[config.mk]
export PLATFORM = sky130hd
export DESIGN_NAME = vadd_ctrl_master_flat
export DESIGN_NICKNAME = d
export VERILOG_FILES = /design/src/rtl/vadd_ctrl_master_if.sv /design/src/rtl/vadd_ctrl_master.sv /design/src/flat_wrapper.sv
export SDC_FILE = /design/constraint.sdc
export NUM_CORES = 1
export LEC_CHECK = 0
export BUFFER_PORTS_ARGS = -buffer_cell sky130_fd_sc_hd__buf_2
export CAP_MARGIN = 0
export CORE_MARGIN = 2
export CORE_UTILIZATION = 40
export CTS_CLUSTER_SIZE = 16
export DETAILED_ROUTE_END_ITERATION = 12
export PLACE_DENSITY = 0.73
export SLEW_MARGIN = 30
export SYNTH_ARGS = -nofsm -noshare
export SYNTH_HDL_FRONTEND = slang
export SYNTH_SLANG_ARGS = --single-unit
[constraint.sdc]
create_clock -name clock -period 2.5 [get_ports clock]
set_input_delay 0.5 -clock clock [delete_from_list [all_inputs] [get_ports clock]]
set_output_delay 0.5 -clock clock [all_outputs]
set_load 0.02 [all_outputs]
[src/rtl/vadd_ctrl_master_if.sv]
// AXI4-Lite bus between the vadd control master and the kernel control slave.
// Latency: none, plain wires grouped for port connection.
// Backpressure: standard AXI valid/ready on each of the five channels.
interface vadd_ctrl_master_if #(
  parameter int C_ADDR_WIDTH = 12
) ();
  logic                    m_awvalid;
  logic                    m_awready;
  logic [C_ADDR_WIDTH-1:0] m_awaddr;
  logic                    m_wvalid;
  logic                    m_wready;
  logic [31:0]             m_wdata;
  logic [3:0]              m_wstrb;
  logic                    m_bvalid;
  logic                    m_bready;
  logic [1:0]              m_bresp;
  logic                    m_arvalid;
  logic                    m_arready;
  logic [C_ADDR_WIDTH-1:0] m_araddr;
  logic                    m_rvalid;
  logic                    m_rready;
  logic [31:0]             m_rdata;
  logic [1:0]              m_rresp;

  modport master (
    output m_awvalid, m_awaddr, m_wvalid, m_wdata, m_wstrb, m_bready,
    output m_arvalid, m_araddr, m_rready,
    input  m_awready, m_wready, m_bvalid, m_bresp,
    input  m_arready, m_rvalid, m_rdata, m_rresp
  );

  modport slave (
    input  m_awvalid, m_awaddr, m_wvalid, m_wdata, m_wstrb, m_bready,
    input  m_arvalid, m_araddr, m_rready,
    output m_awready, m_wready, m_bvalid, m_bresp,
    output m_arready, m_rvalid, m_rdata, m_rresp
  );
endinterface

[src/rtl/vadd_ctrl_master.sv]
// AXI4-Lite master: writes a/b/c/len, sets ap_start, polls ap_done, pulses done.
// Latency: AW/W one cycle after accept; 2 cycles per write with a fast slave.
// Backpressure: one AXI transaction outstanding; cmd_ready only in IDLE.
module vadd_ctrl_master #(
  parameter int C_ADDR_WIDTH = 12,
  parameter int C_PTR_WIDTH  = 64,
  parameter int POLL_GAP     = 4
) (
  input  logic                   clock,
  input  logic                   reset,
  input  logic                   cmd_valid,
  output logic                   cmd_ready,
  input  logic [C_PTR_WIDTH-1:0] cmd_a,
  input  logic [C_PTR_WIDTH-1:0] cmd_b,
  input  logic [C_PTR_WIDTH-1:0] cmd_c,
  input  logic [31:0]            cmd_len,
  output logic                   done,
  output logic                   err,
  output logic                   busy,
  vadd_ctrl_master_if.master     m_axil
);

  localparam logic [7:0] ADDR_CTRL = 8'h00;
  localparam logic [7:0] ADDR_A_LO = 8'h10;
  localparam logic [7:0] ADDR_A_HI = 8'h14;
  localparam logic [7:0] ADDR_B_LO = 8'h1C;
  localparam logic [7:0] ADDR_B_HI = 8'h20;
  localparam logic [7:0] ADDR_C_LO = 8'h28;
  localparam logic [7:0] ADDR_C_HI = 8'h2C;
  localparam logic [7:0] ADDR_LEN  = 8'h34;

  typedef enum logic [2:0] {
    S_IDLE, S_WR_REQ, S_WR_RESP, S_RD_REQ, S_RD_RESP, S_GAP, S_DONE
  } state_t;

  state_t                  state_q, state_d;
  logic [2:0]              idx_q, idx_d;
  logic                    err_flag_q, err_flag_d;
  logic [31:0]             gap_q, gap_d;
  logic [C_PTR_WIDTH-1:0]  a_q, a_d, b_q, b_d, c_q, c_d;
  logic [31:0]             len_q, len_d;
  logic                    awvalid_q, awvalid_d;
  logic                    wvalid_q, wvalid_d;
  logic [C_ADDR_WIDTH-1:0] awaddr_q, awaddr_d;
  logic [31:0]             wdata_q, wdata_d;
  logic                    bready_q, bready_d;
  logic                    arvalid_q, arvalid_d;
  logic                    rready_q, rready_d;
  logic                    done_q, done_d;
  logic                    err_out_q, err_out_d;
  logic                    busy_q, busy_d;
  logic                    cmd_ready_q, cmd_ready_d;
  logic                    aw_ok, w_ok;

  // Only ap_done is inspected in the status word.
  logic unused_rdata;
  assign unused_rdata = ^{m_axil.m_rdata[31:2], m_axil.m_rdata[0]};

  // Register offset for each step of the write sequence; index 7 is ap_start.
  function automatic logic [C_ADDR_WIDTH-1:0] wr_addr(input logic [2:0] idx);
    logic [7:0] a;
    case (idx)
      3'd0:    a = ADDR_A_LO;
      3'd1:    a = ADDR_A_HI;
      3'd2:    a = ADDR_B_LO;
      3'd3:    a = ADDR_B_HI;
      3'd4:    a = ADDR_C_LO;
      3'd5:    a = ADDR_C_HI;
      3'd6:    a = ADDR_LEN;
      default: a = ADDR_CTRL;
    endcase
    return C_ADDR_WIDTH'(a);
  endfunction

  // Data word for each step; pointers are zero-extended to 64 bits first.
  function automatic logic [31:0] wr_word(input logic [2:0] idx,
                                          input logic [63:0] a,
                                          input logic [63:0] b,
                                          input logic [63:0] c,
                                          input logic [31:0] len);
    case (idx)
      3'd0:    return a[31:0];
      3'd1:    return a[63:32];
      3'd2:    return b[31:0];
      3'd3:    return b[63:32];
      3'd4:    return c[31:0];
      3'd5:    return c[63:32];
      3'd6:    return len;
      default: return 32'h1;
    endcase
  endfunction

  // Next state and next values of every registered output.
  always_comb begin
    state_d    = state_q;
    idx_d      = idx_q;
    err_flag_d = err_flag_q;
    gap_d      = gap_q;
    a_d        = a_q;
    b_d        = b_q;
    c_d        = c_q;
    len_d      = len_q;
    awvalid_d  = awvalid_q;
    wvalid_d   = wvalid_q;
    awaddr_d   = awaddr_q;
    wdata_d    = wdata_q;
    bready_d   = 1'b0;
    arvalid_d  = 1'b0;
    rready_d   = 1'b0;
    aw_ok      = !awvalid_q || m_axil.m_awready;
    w_ok       = !wvalid_q || m_axil.m_wready;

    case (state_q)
      S_IDLE: begin
        if (cmd_valid) begin
          a_d        = cmd_a;
          b_d        = cmd_b;
          c_d        = cmd_c;
          len_d      = cmd_len;
          idx_d      = 3'd0;
          err_flag_d = 1'b0;
          awvalid_d  = 1'b1;
          wvalid_d   = 1'b1;
          awaddr_d   = wr_addr(3'd0);
          wdata_d    = wr_word(3'd0, 64'(cmd_a), 64'(cmd_b), 64'(cmd_c), cmd_len);
          state_d    = S_WR_REQ;
        end
      end
      S_WR_REQ: begin
        // AW and W retire independently; move on once both have handshaken.
        if (awvalid_q && m_axil.m_awready) awvalid_d = 1'b0;
        if (wvalid_q && m_axil.m_wready)   wvalid_d  = 1'b0;
        if (aw_ok && w_ok) begin
          bready_d = 1'b1;
          state_d  = S_WR_RESP;
        end
      end
      S_WR_RESP: begin
        bready_d = 1'b1;
        if (m_axil.m_bvalid) begin
          bready_d = 1'b0;
          if (m_axil.m_bresp != 2'b00) begin
            // Abort the sequence: ap_start is never written after a bad write.
            err_flag_d = 1'b1;
            state_d    = S_DONE;
          end else if (idx_q == 3'd7) begin
            arvalid_d = 1'b1;
            state_d   = S_RD_REQ;
          end else begin
            idx_d     = 3'(idx_q + 3'd1);
            awvalid_d = 1'b1;
            wvalid_d  = 1'b1;
            awaddr_d  = wr_addr(3'(idx_q + 3'd1));
            wdata_d   = wr_word(3'(idx_q + 3'd1), 64'(a_q), 64'(b_q), 64'(c_q), len_q);
            state_d   = S_WR_REQ;
          end
        end
      end
      S_RD_REQ: begin
        arvalid_d = 1'b1;
        if (m_axil.m_arready) begin
          arvalid_d = 1'b0;
          rready_d  = 1'b1;
          state_d   = S_RD_RESP;
        end
      end
      S_RD_RESP: begin
        rready_d = 1'b1;
        if (m_axil.m_rvalid) begin
          rready_d = 1'b0;
          if (m_axil.m_rresp != 2'b00) begin
            err_flag_d = 1'b1;
            state_d    = S_DONE;
          end else if (m_axil.m_rdata[1]) begin
            state_d = S_DONE;
          end else if (POLL_GAP == 0) begin
            arvalid_d = 1'b1;
            state_d   = S_RD_REQ;
          end else begin
            gap_d   = 32'(POLL_GAP - 1);
            state_d = S_GAP;
          end
        end
      end
      S_GAP: begin
        if (gap_q == 32'd0) begin
          arvalid_d = 1'b1;
          state_d   = S_RD_REQ;
        end else begin
          gap_d = gap_q - 32'd1;
        end
      end
      S_DONE: begin
        state_d = S_IDLE;
      end
      default: begin
        state_d = S_IDLE;
      end
    endcase

    done_d      = (state_d == S_DONE);
    err_out_d   = (state_d == S_DONE) && err_flag_d;
    busy_d      = (state_d != S_IDLE);
    cmd_ready_d = (state_d == S_IDLE);
  end

  // State and output registers with synchronous reset.
  always_ff @(posedge clock) begin
    if (reset) begin
      state_q     <= S_IDLE;
      idx_q       <= 3'd0;
      err_flag_q  <= 1'b0;
      gap_q       <= 32'd0;
      a_q         <= '0;
      b_q         <= '0;
      c_q         <= '0;
      len_q       <= 32'd0;
      awvalid_q   <= 1'b0;
      wvalid_q    <= 1'b0;
      awaddr_q    <= '0;
      wdata_q     <= 32'd0;
      bready_q    <= 1'b0;
      arvalid_q   <= 1'b0;
      rready_q    <= 1'b0;
      done_q      <= 1'b0;
      err_out_q   <= 1'b0;
      busy_q      <= 1'b0;
      cmd_ready_q <= 1'b1;
    end else begin
      state_q     <= state_d;
      idx_q       <= idx_d;
      err_flag_q  <= err_flag_d;
      gap_q       <= gap_d;
      a_q         <= a_d;
      b_q         <= b_d;
      c_q         <= c_d;
      len_q       <= len_d;
      awvalid_q   <= awvalid_d;
      wvalid_q    <= wvalid_d;
      awaddr_q    <= awaddr_d;
      wdata_q     <= wdata_d;
      bready_q    <= bready_d;
      arvalid_q   <= arvalid_d;
      rready_q    <= rready_d;
      done_q      <= done_d;
      err_out_q   <= err_out_d;
      busy_q      <= busy_d;
      cmd_ready_q <= cmd_ready_d;
    end
  end

  assign cmd_ready        = cmd_ready_q;
  assign done             = done_q;
  assign err              = err_out_q;
  assign busy             = busy_q;
  assign m_axil.m_awvalid = awvalid_q;
  assign m_axil.m_awaddr  = awaddr_q;
  assign m_axil.m_wvalid  = wvalid_q;
  assign m_axil.m_wdata   = wdata_q;
  assign m_axil.m_wstrb   = 4'hF;
  assign m_axil.m_bready  = bready_q;
  assign m_axil.m_arvalid = arvalid_q;
  assign m_axil.m_araddr  = C_ADDR_WIDTH'(ADDR_CTRL);
  assign m_axil.m_rready  = rready_q;

endmodule

[src/flat_wrapper.sv]
// flat-port wrapper written by rule: the top's interface ports become plain ports
module vadd_ctrl_master_flat 
#(
  parameter int C_ADDR_WIDTH = 12,
  parameter int C_PTR_WIDTH  = 64,
  parameter int POLL_GAP     = 4
)
  (clock, reset, cmd_valid, cmd_ready, cmd_a, cmd_b, cmd_c, cmd_len, done, err, busy, m_axil_m_awvalid, m_axil_m_awaddr, m_axil_m_wvalid, m_axil_m_wdata, m_axil_m_wstrb, m_axil_m_bready, m_axil_m_arvalid, m_axil_m_araddr, m_axil_m_rready, m_axil_m_awready, m_axil_m_wready, m_axil_m_bvalid, m_axil_m_bresp, m_axil_m_arready, m_axil_m_rvalid, m_axil_m_rdata, m_axil_m_rresp);
  vadd_ctrl_master_if #(.C_ADDR_WIDTH(C_ADDR_WIDTH)) m_axil_i ();
  input  logic clock;
  input  logic reset;
  input  logic cmd_valid;
  output logic cmd_ready;
  input  logic [C_PTR_WIDTH-1:0] cmd_a;
  input  logic [C_PTR_WIDTH-1:0] cmd_b;
  input  logic [C_PTR_WIDTH-1:0] cmd_c;
  input  logic [31:0] cmd_len;
  output logic done;
  output logic err;
  output logic busy;
  output wire logic [$bits(m_axil_i.m_awvalid)-1:0] m_axil_m_awvalid;
  output wire logic [$bits(m_axil_i.m_awaddr)-1:0] m_axil_m_awaddr;
  output wire logic [$bits(m_axil_i.m_wvalid)-1:0] m_axil_m_wvalid;
  output wire logic [$bits(m_axil_i.m_wdata)-1:0] m_axil_m_wdata;
  output wire logic [$bits(m_axil_i.m_wstrb)-1:0] m_axil_m_wstrb;
  output wire logic [$bits(m_axil_i.m_bready)-1:0] m_axil_m_bready;
  output wire logic [$bits(m_axil_i.m_arvalid)-1:0] m_axil_m_arvalid;
  output wire logic [$bits(m_axil_i.m_araddr)-1:0] m_axil_m_araddr;
  output wire logic [$bits(m_axil_i.m_rready)-1:0] m_axil_m_rready;
  input wire logic [$bits(m_axil_i.m_awready)-1:0] m_axil_m_awready;
  input wire logic [$bits(m_axil_i.m_wready)-1:0] m_axil_m_wready;
  input wire logic [$bits(m_axil_i.m_bvalid)-1:0] m_axil_m_bvalid;
  input wire logic [$bits(m_axil_i.m_bresp)-1:0] m_axil_m_bresp;
  input wire logic [$bits(m_axil_i.m_arready)-1:0] m_axil_m_arready;
  input wire logic [$bits(m_axil_i.m_rvalid)-1:0] m_axil_m_rvalid;
  input wire logic [$bits(m_axil_i.m_rdata)-1:0] m_axil_m_rdata;
  input wire logic [$bits(m_axil_i.m_rresp)-1:0] m_axil_m_rresp;
  assign m_axil_m_awvalid = m_axil_i.m_awvalid;
  assign m_axil_m_awaddr = m_axil_i.m_awaddr;
  assign m_axil_m_wvalid = m_axil_i.m_wvalid;
  assign m_axil_m_wdata = m_axil_i.m_wdata;
  assign m_axil_m_wstrb = m_axil_i.m_wstrb;
  assign m_axil_m_bready = m_axil_i.m_bready;
  assign m_axil_m_arvalid = m_axil_i.m_arvalid;
  assign m_axil_m_araddr = m_axil_i.m_araddr;
  assign m_axil_m_rready = m_axil_i.m_rready;
  assign m_axil_i.m_awready = m_axil_m_awready;
  assign m_axil_i.m_wready = m_axil_m_wready;
  assign m_axil_i.m_bvalid = m_axil_m_bvalid;
  assign m_axil_i.m_bresp = m_axil_m_bresp;
  assign m_axil_i.m_arready = m_axil_m_arready;
  assign m_axil_i.m_rvalid = m_axil_m_rvalid;
  assign m_axil_i.m_rdata = m_axil_m_rdata;
  assign m_axil_i.m_rresp = m_axil_m_rresp;
  vadd_ctrl_master #(.C_ADDR_WIDTH(C_ADDR_WIDTH), .C_PTR_WIDTH(C_PTR_WIDTH), .POLL_GAP(POLL_GAP)) u_core (.clock(clock), .reset(reset), .cmd_valid(cmd_valid), .cmd_ready(cmd_ready), .cmd_a(cmd_a), .cmd_b(cmd_b), .cmd_c(cmd_c), .cmd_len(cmd_len), .done(done), .err(err), .busy(busy), .m_axil(m_axil_i));
endmodule
### Word-level counts from Yosys, hierarchy flattened

Index checks and enable logic that the tools add are counted.

* register bits after elaboration: 316
* bits in latches: 0
* memory bits (writable): 0
* memory bits (read-only): 0
* output and inout bits: 69
* logic and storage cells: 126
* memories kept: 0

* $add $sub $neg: 2
* multipliers: 0
* divide/modulo/power cells: 0
* magnitude comparators: 0
* equal/unequal tests: 23
* shifts and indexed selects: 0
* mux-type cells: 59
* bitwise gates (word level): 0
* reductions and logical operators: 23

Operator list (number)
* $mux 32: 8
* $pmux 32 s7: 1
* $pmux 32 s2: 2
* $mux 12: 4
* $pmux 6 s7: 1
* $mux 3: 12
* $logic_not 32->1: 1
* $sub 32x1->32 const B: 1
* $pmux 12 s2: 1
* $eq 3x3->1 const B: 7
* $mux 1: 20
* $pmux 3 s6: 1
* $ne 2x2->1 const B: 8
* $eq 3x2->1 const B: 4
* $pmux 1 s3: 4
* $reduce_and 6->1: 2
* $reduce_and 5->1: 2
* $logic_not 3->1: 3
* $reduce_bool 2->1: 4
* $eq 3x1->1 const B: 2
* $pmux 3 s2: 1
* $reduce_bool 3->1: 2
* $logic_and 1x1->1: 4
* $mux 2: 2
* 6 further kinds: 10

### Depth between registers and ports, before layout

* word-level depth: 7
* gate-level depth with buffers: 10
* mapped depth without buffers: 8

### Worst setup path before layout

OpenSTA, ideal clock, no wires.

* path kind: reg2reg
* start point: reg u_core.gap_q[13]
* end point: reg u_core.gap_q[11]
* data arrival time: 2.381 ns
* required time: 2.385 ns
* setup slack: 0.005 ns
* stages on the path, launching flop included: 9
* clock period less this slack: 2.495 ns
* cell sequence: dfxtp_1 > or4_4 > or4_4 > or3_1 > buf_6 > o31ai_4 > buf_6 > nor4_1 > o21a_1

* longest elaborated chain between the ends: 3

RTL lines
* start, declared: line vadd_ctrl_master.sv:39 `logic [31:0] gap_q, gap_d;`
* start signal, assigned: line vadd_ctrl_master.sv:233 `gap_q <= gap_d;`
* $logic_not 32->1: line vadd_ctrl_master.sv:186 `if (gap_q == 32'd0) begin`
* $ne 2x2->1 (no line)
* $reduce_and 5->1 (no line)

Every way passes these cells.
A chain may end at the register's enable or synchronous reset.

### Worst setup path after layout

* start point: reg u_core.gap_q[16]
* end point: reg u_core.done_q, in the netlist u_core.done

* longest elaborated chain between the ends: 4

RTL lines
* $logic_not 32->1: line vadd_ctrl_master.sv:186
* $mux 3: line vadd_ctrl_master.sv:186
* $pmux 3 s6: line vadd_ctrl_master.sv:113 `case (state_q)`
* $eq 3x3->1: line vadd_ctrl_master.sv:201 `done_d = (state_d == S_DONE);`
* end signal, assigned: line vadd_ctrl_master.sv:245 `done_q <= done_d;`
* end, declared: line vadd_ctrl_master.sv:49 `logic done_q, done_d;`

Every way passes these cells.

==> impl_metrics.yaml <==
sta:
  rsz0062_at_grt: "true"
  timing.final.setup_violations: 0
  worst_slew_pin_slew_ns: 0.615
  peak_freq_mhz: 405
  finalWorstPathRequiredPeriod_ns: 2.47
  worst_slew_margin_rel_pct: 59.0
  timing.final.crit_share_pct: 98.8
  timing.clock.skew_ns: 0.0268
  totalNegativeSetupSlack_ns: 0
  hold_viol: 0
  number_of_max_slew_violations_in_the_final_report: 0
power_and_ir_drop:
  p_comb_share_pct: 17.9
  power.clock.fraction_pct: 40.1
  vdd.ir_drop.worst_uv: 503
  power.net_switching_mw: 3.86
  seqPwrFrac_pct: 42.0
  int_pwr_mw: 9.55
  pwr_density_cell_nw_per_um2: 812
  static-leakage-power_nw: 6.62
  netSwitchingFraction_pct: 28.8
placement:
  dp_hpwl_mm: 28.7
  dpl_cells: 2313
  gp_congestion: 0.906
  place.port_buffers: 281
synthesis:
  syn_area_um2: 13100
  postSynthCellCount: 1671
  number_of_distinct_library_cell_variants_in_the_gate_level_netlist_after_synthesis: 57
  seq_cells_post_synth: 308
  async_flop_share_pct: 0
  yosys_most_used_dff: "dfxtp_1"
  synthesis.area_per_instance_um2: 7.86
  synth-seq-area-share_pct: 47.0
  yosys_warn_count: 0
  synth_enable_flop_cells: 0
detailed_routing:
  met3WireLength_mm: 3.46
  drtAntennaViolNets: 0
  drc: 0
  detailedRoute.firstPassIterationCount: 8
  met1_length_mm: 18.8
  drt_iter0_markers: 1189
  drt_via_density: 5.38
  detailroute.wirelength.met2_mm: 19.0
  route.detailed.wl_per_inst_um: 17.7
  wirelength_mm: 42.3
  top_layer: "met5"
  num_vias: 12843
critical_path:
  critPathLaunch: "u_core.gap_q[16]"
  worstSetupPathType: "reg2reg"
  worstPathMaxFanout: 5
  logic_depth_of_the_worst_register_to_register_path: 8
  required_worst_endpoint_ns: 2.90
  r2r_setup_slack_ns: 0.03
  worstSetupEndpoint: "u_core.done"
  reg2reg_from: "u_core.gap_q[16]"
  startpoint_type: "flip-flop"
  setup.worst_path.end_class: "flip-flop"
  r2r-end: "u_core.done"
  critical_path_arrival_ns: 2.87
min_path:
  min_delay_path_depth: 3
  path_type_of_the_worst_min_delay_path: "in2reg"
clocking:
  tritoncts.num_buffers: 34
  clock_latency_ns: 0.52
  ctsLongestPathBuffers: 3
  ctsHtreeMaxLevel: 2
  hold_buffers_post_cts: 0
  clk_transition_reported_paths_ns: 0.06
  cts_root_buffer: "clkbuf_16"
  tritoncts: "done"
  clock_sinks: 308
finish:
  fillerInstances: 3077
  final-seq-area_um2: 6170
  multi_input_area_um2: 6440
  syn_to_final_growth_pct: 25.9
  finish.cell_count_without_fillers: 2389
  fin_nets: 2192
  layout-drive-gt1-share_pct: 25.3
die:
  core.rowCount: 66
  number_of_top_level_pins: 337
  floorplan.die.width_um: 185
  start_util_pct: 40.5
  fp.dieArea_um2: 34300
  die_y_um: 185
  core_area_um2: 32500
global_routing:
  first_global_vias: 12066
  maximum_number_of_pins_on_one_net_before_global_route_repair: 113
  global_routing_usage_summed_across_all_routing_layers_pct: 23.7
  globalRoute.totalOverflow: 0
  initial_antenna_violation_count: 7
  grt_first_pass_wirelength_mm: 64.2
run:
  maxCapViolCount: 0
run_status:
  status: "completed"
==> synth_stat cells, types with 3 or more instances <==
| library cell | number | area [um2] |
|---|---|---|
| o31ai_1 | 5 | 37.5 |
| nor4b_1 | 3 | 26.3 |
| nand2_1 | 513 | 1930 |
| nor3_1 | 45 | 225 |
| o211ai_1 | 8 | 60.1 |
| o21ai_0 | 8 | 40.0 |
| a22oi_1 | 3 | 22.5 |
| a21oi_1 | 256 | 1280 |
| buf_4 | 24 | 180 |
| a211oi_1 | 35 | 263 |
| nor2b_1 | 12 | 75.1 |
| a221oi_1 | 4 | 35.0 |
| xnor2_1 | 14 | 123 |
| or2_2 | 5 | 31.3 |
| buf_1 | 8 | 30.0 |
| inv_1 | 11 | 41.3 |
| a31oi_1 | 36 | 225 |
| dfxtp_1 | 308 | 6170 |
| a222oi_1 | 37 | 370 |
| or4_1 | 7 | 52.6 |
| nand3_1 | 3 | 15.0 |
| ha_1 | 8 | 100 |
| xor2_1 | 6 | 52.6 |
| and2_1 | 3 | 18.8 |
| mux2_2 | 42 | 473 |
| clkbuf_1 | 125 | 469 |
| nor2_1 | 85 | 319 |
| or3_1 | 12 | 75.1 |
| nor4_1 | 11 | 68.8 |
==> power groups by stage <==
stage / clock network [mW] / registers [mW] / logic [mW]
final: 5.37 / 5.64 / 2.40
after global routing: 5.67 / 5.69 / 2.64
after CTS: 5.45 / 5.63 / 2.32
after detailed placement: 0 / 5.74 / 2.31
after global placement: 0 / 5.72 / 2.27
after floorplan: 0 / 5.80 / 1.37
==> critical path: stages (launching register included) <==
cell     delay, ns
dfxtp_2       0.32
or4_4         0.54
or4_4         0.44
buf_6         0.15
nor4_4        0.32
nand2_1       0.11
a31oi_1       0.15
buf_4         0.15
and3b_1       0.18
==> cells by family after synthesis <==
kind of cell             after synthesis  synth area share [%]
flip-flops                           308                  47.0
XOR/XNOR                              20                  1.33
buffers and inverters                170                  5.66
AO/OA/AOI/OAI                        409                  18.9
adder cells (fa/ha/maj)                8                 0.762
AND/OR/NAND/NOR                      711                  22.6
multiplexers                          43                  3.68
other                                  2                0.0572
==> state kept, by name (all words and copies together) (netlist names), 3 cells and up <==
register and flops:
u_core.a_q 64, u_core.m_axil.m_wdata 32, u_core.len_q 32, u_core.m_axil.m_awaddr 4, u_core.c_q 64, u_core.gap_q 32, u_core.state_q 3, u_core.idx_q 3
u_core.b_q 64
==> how the worst min path moves through the flow <==
stage | from | endpoint | slack [ns]
global route | cmd_b[7] | u_core.b_q[7] | 0.21
floorplan | u_core.a_q[33] | u_core.a_q[33] | 0.43
detailed placement | u_core.a_q[49] | u_core.a_q[49] | 0.44
global placement | u_core.a_q[63] | u_core.a_q[63] | 0.44
finish | cmd_b[8] | u_core.b_q[8] | 0.21
CTS | cmd_b[7] | u_core.b_q[7] | 0.20
==> cells in the final DEF (no fill, tap or decap), types with 4 or more instances in the layout <==
cell	netlist	routed
diode_2	0	5
xor2_1	6	6
buf_4	24	47
ha_2	0	4
nand2_1	513	513
a222oi_1	37	37
nor2b_1	12	12
a221oi_1	4	4
o31ai_1	5	5
conb_1	2	24
buf_12	0	13
xnor2_1	14	14
buf_2	0	281
dfxtp_1	308	305
nor2_1	85	85
a21oi_1	256	255
or3_1	12	10
bufinv_16	0	5
nor3_1	45	43
mux2_2	42	42
clkinv_2	0	8
inv_1	11	11
clkbuf_16	0	36
a211oi_1	35	24
o211ai_1	8	8
or2_2	5	5
a31oi_1	36	36
clkbuf_8	0	6
o21ai_0	8	8
or4_1	7	6
nor4_1	11	9
a211oi_2	0	11
==> stage by stage <==
stage | utilization (%) | hold slack (ns) | setup WS (ns) | power, mW | area, um2
floorplan | - | 0.433 | 0.00484 | 7.16 | 13200
CTS | 50.3 | 0.201 | 0.00626 | 13.4 | 16300
detailed placement | 46.5 | 0.443 | 0.00929 | 8.05 | 15100
global route | 50.9 | 0.206 | -0.0582 | 14.0 | 16500
finish | 50.9 | 0.212 | 0.0288 | 13.4 | 16500
global placement | 46.5 | 0.440 | 0.0722 | 7.99 | 15100
==> metal layers <==
layer  track usage [%]  up-vias
met5                 0        -
met4              7.21        4
met3              3.64       76
met2              37.6      559
met1              33.2     6016
li1                  -     6188
==> cell type report <==
cell class | count | share of cell area (%)
Tap cell | 442 | 3.35
Sequential cell | 308 | 37.3
Timing Repair Buffer | 346 | 12.7
Clock inverter | 20 | 1.57
Clock buffer | 42 | 5.82
Antenna cell | 5 | 0.0757
Multi-Input combinational cell | 1215 | 38.9
Inverter | 11 | 0.250
==> what timing repair did <==
item                       4_1_cts  5_1_grt
buffers inserted                 0        7
resized for setup                1       24
setup endpoints to repair        1       52
cloned                           0        2
pin swaps                        0        7
(Power assumes the default switching activity.)
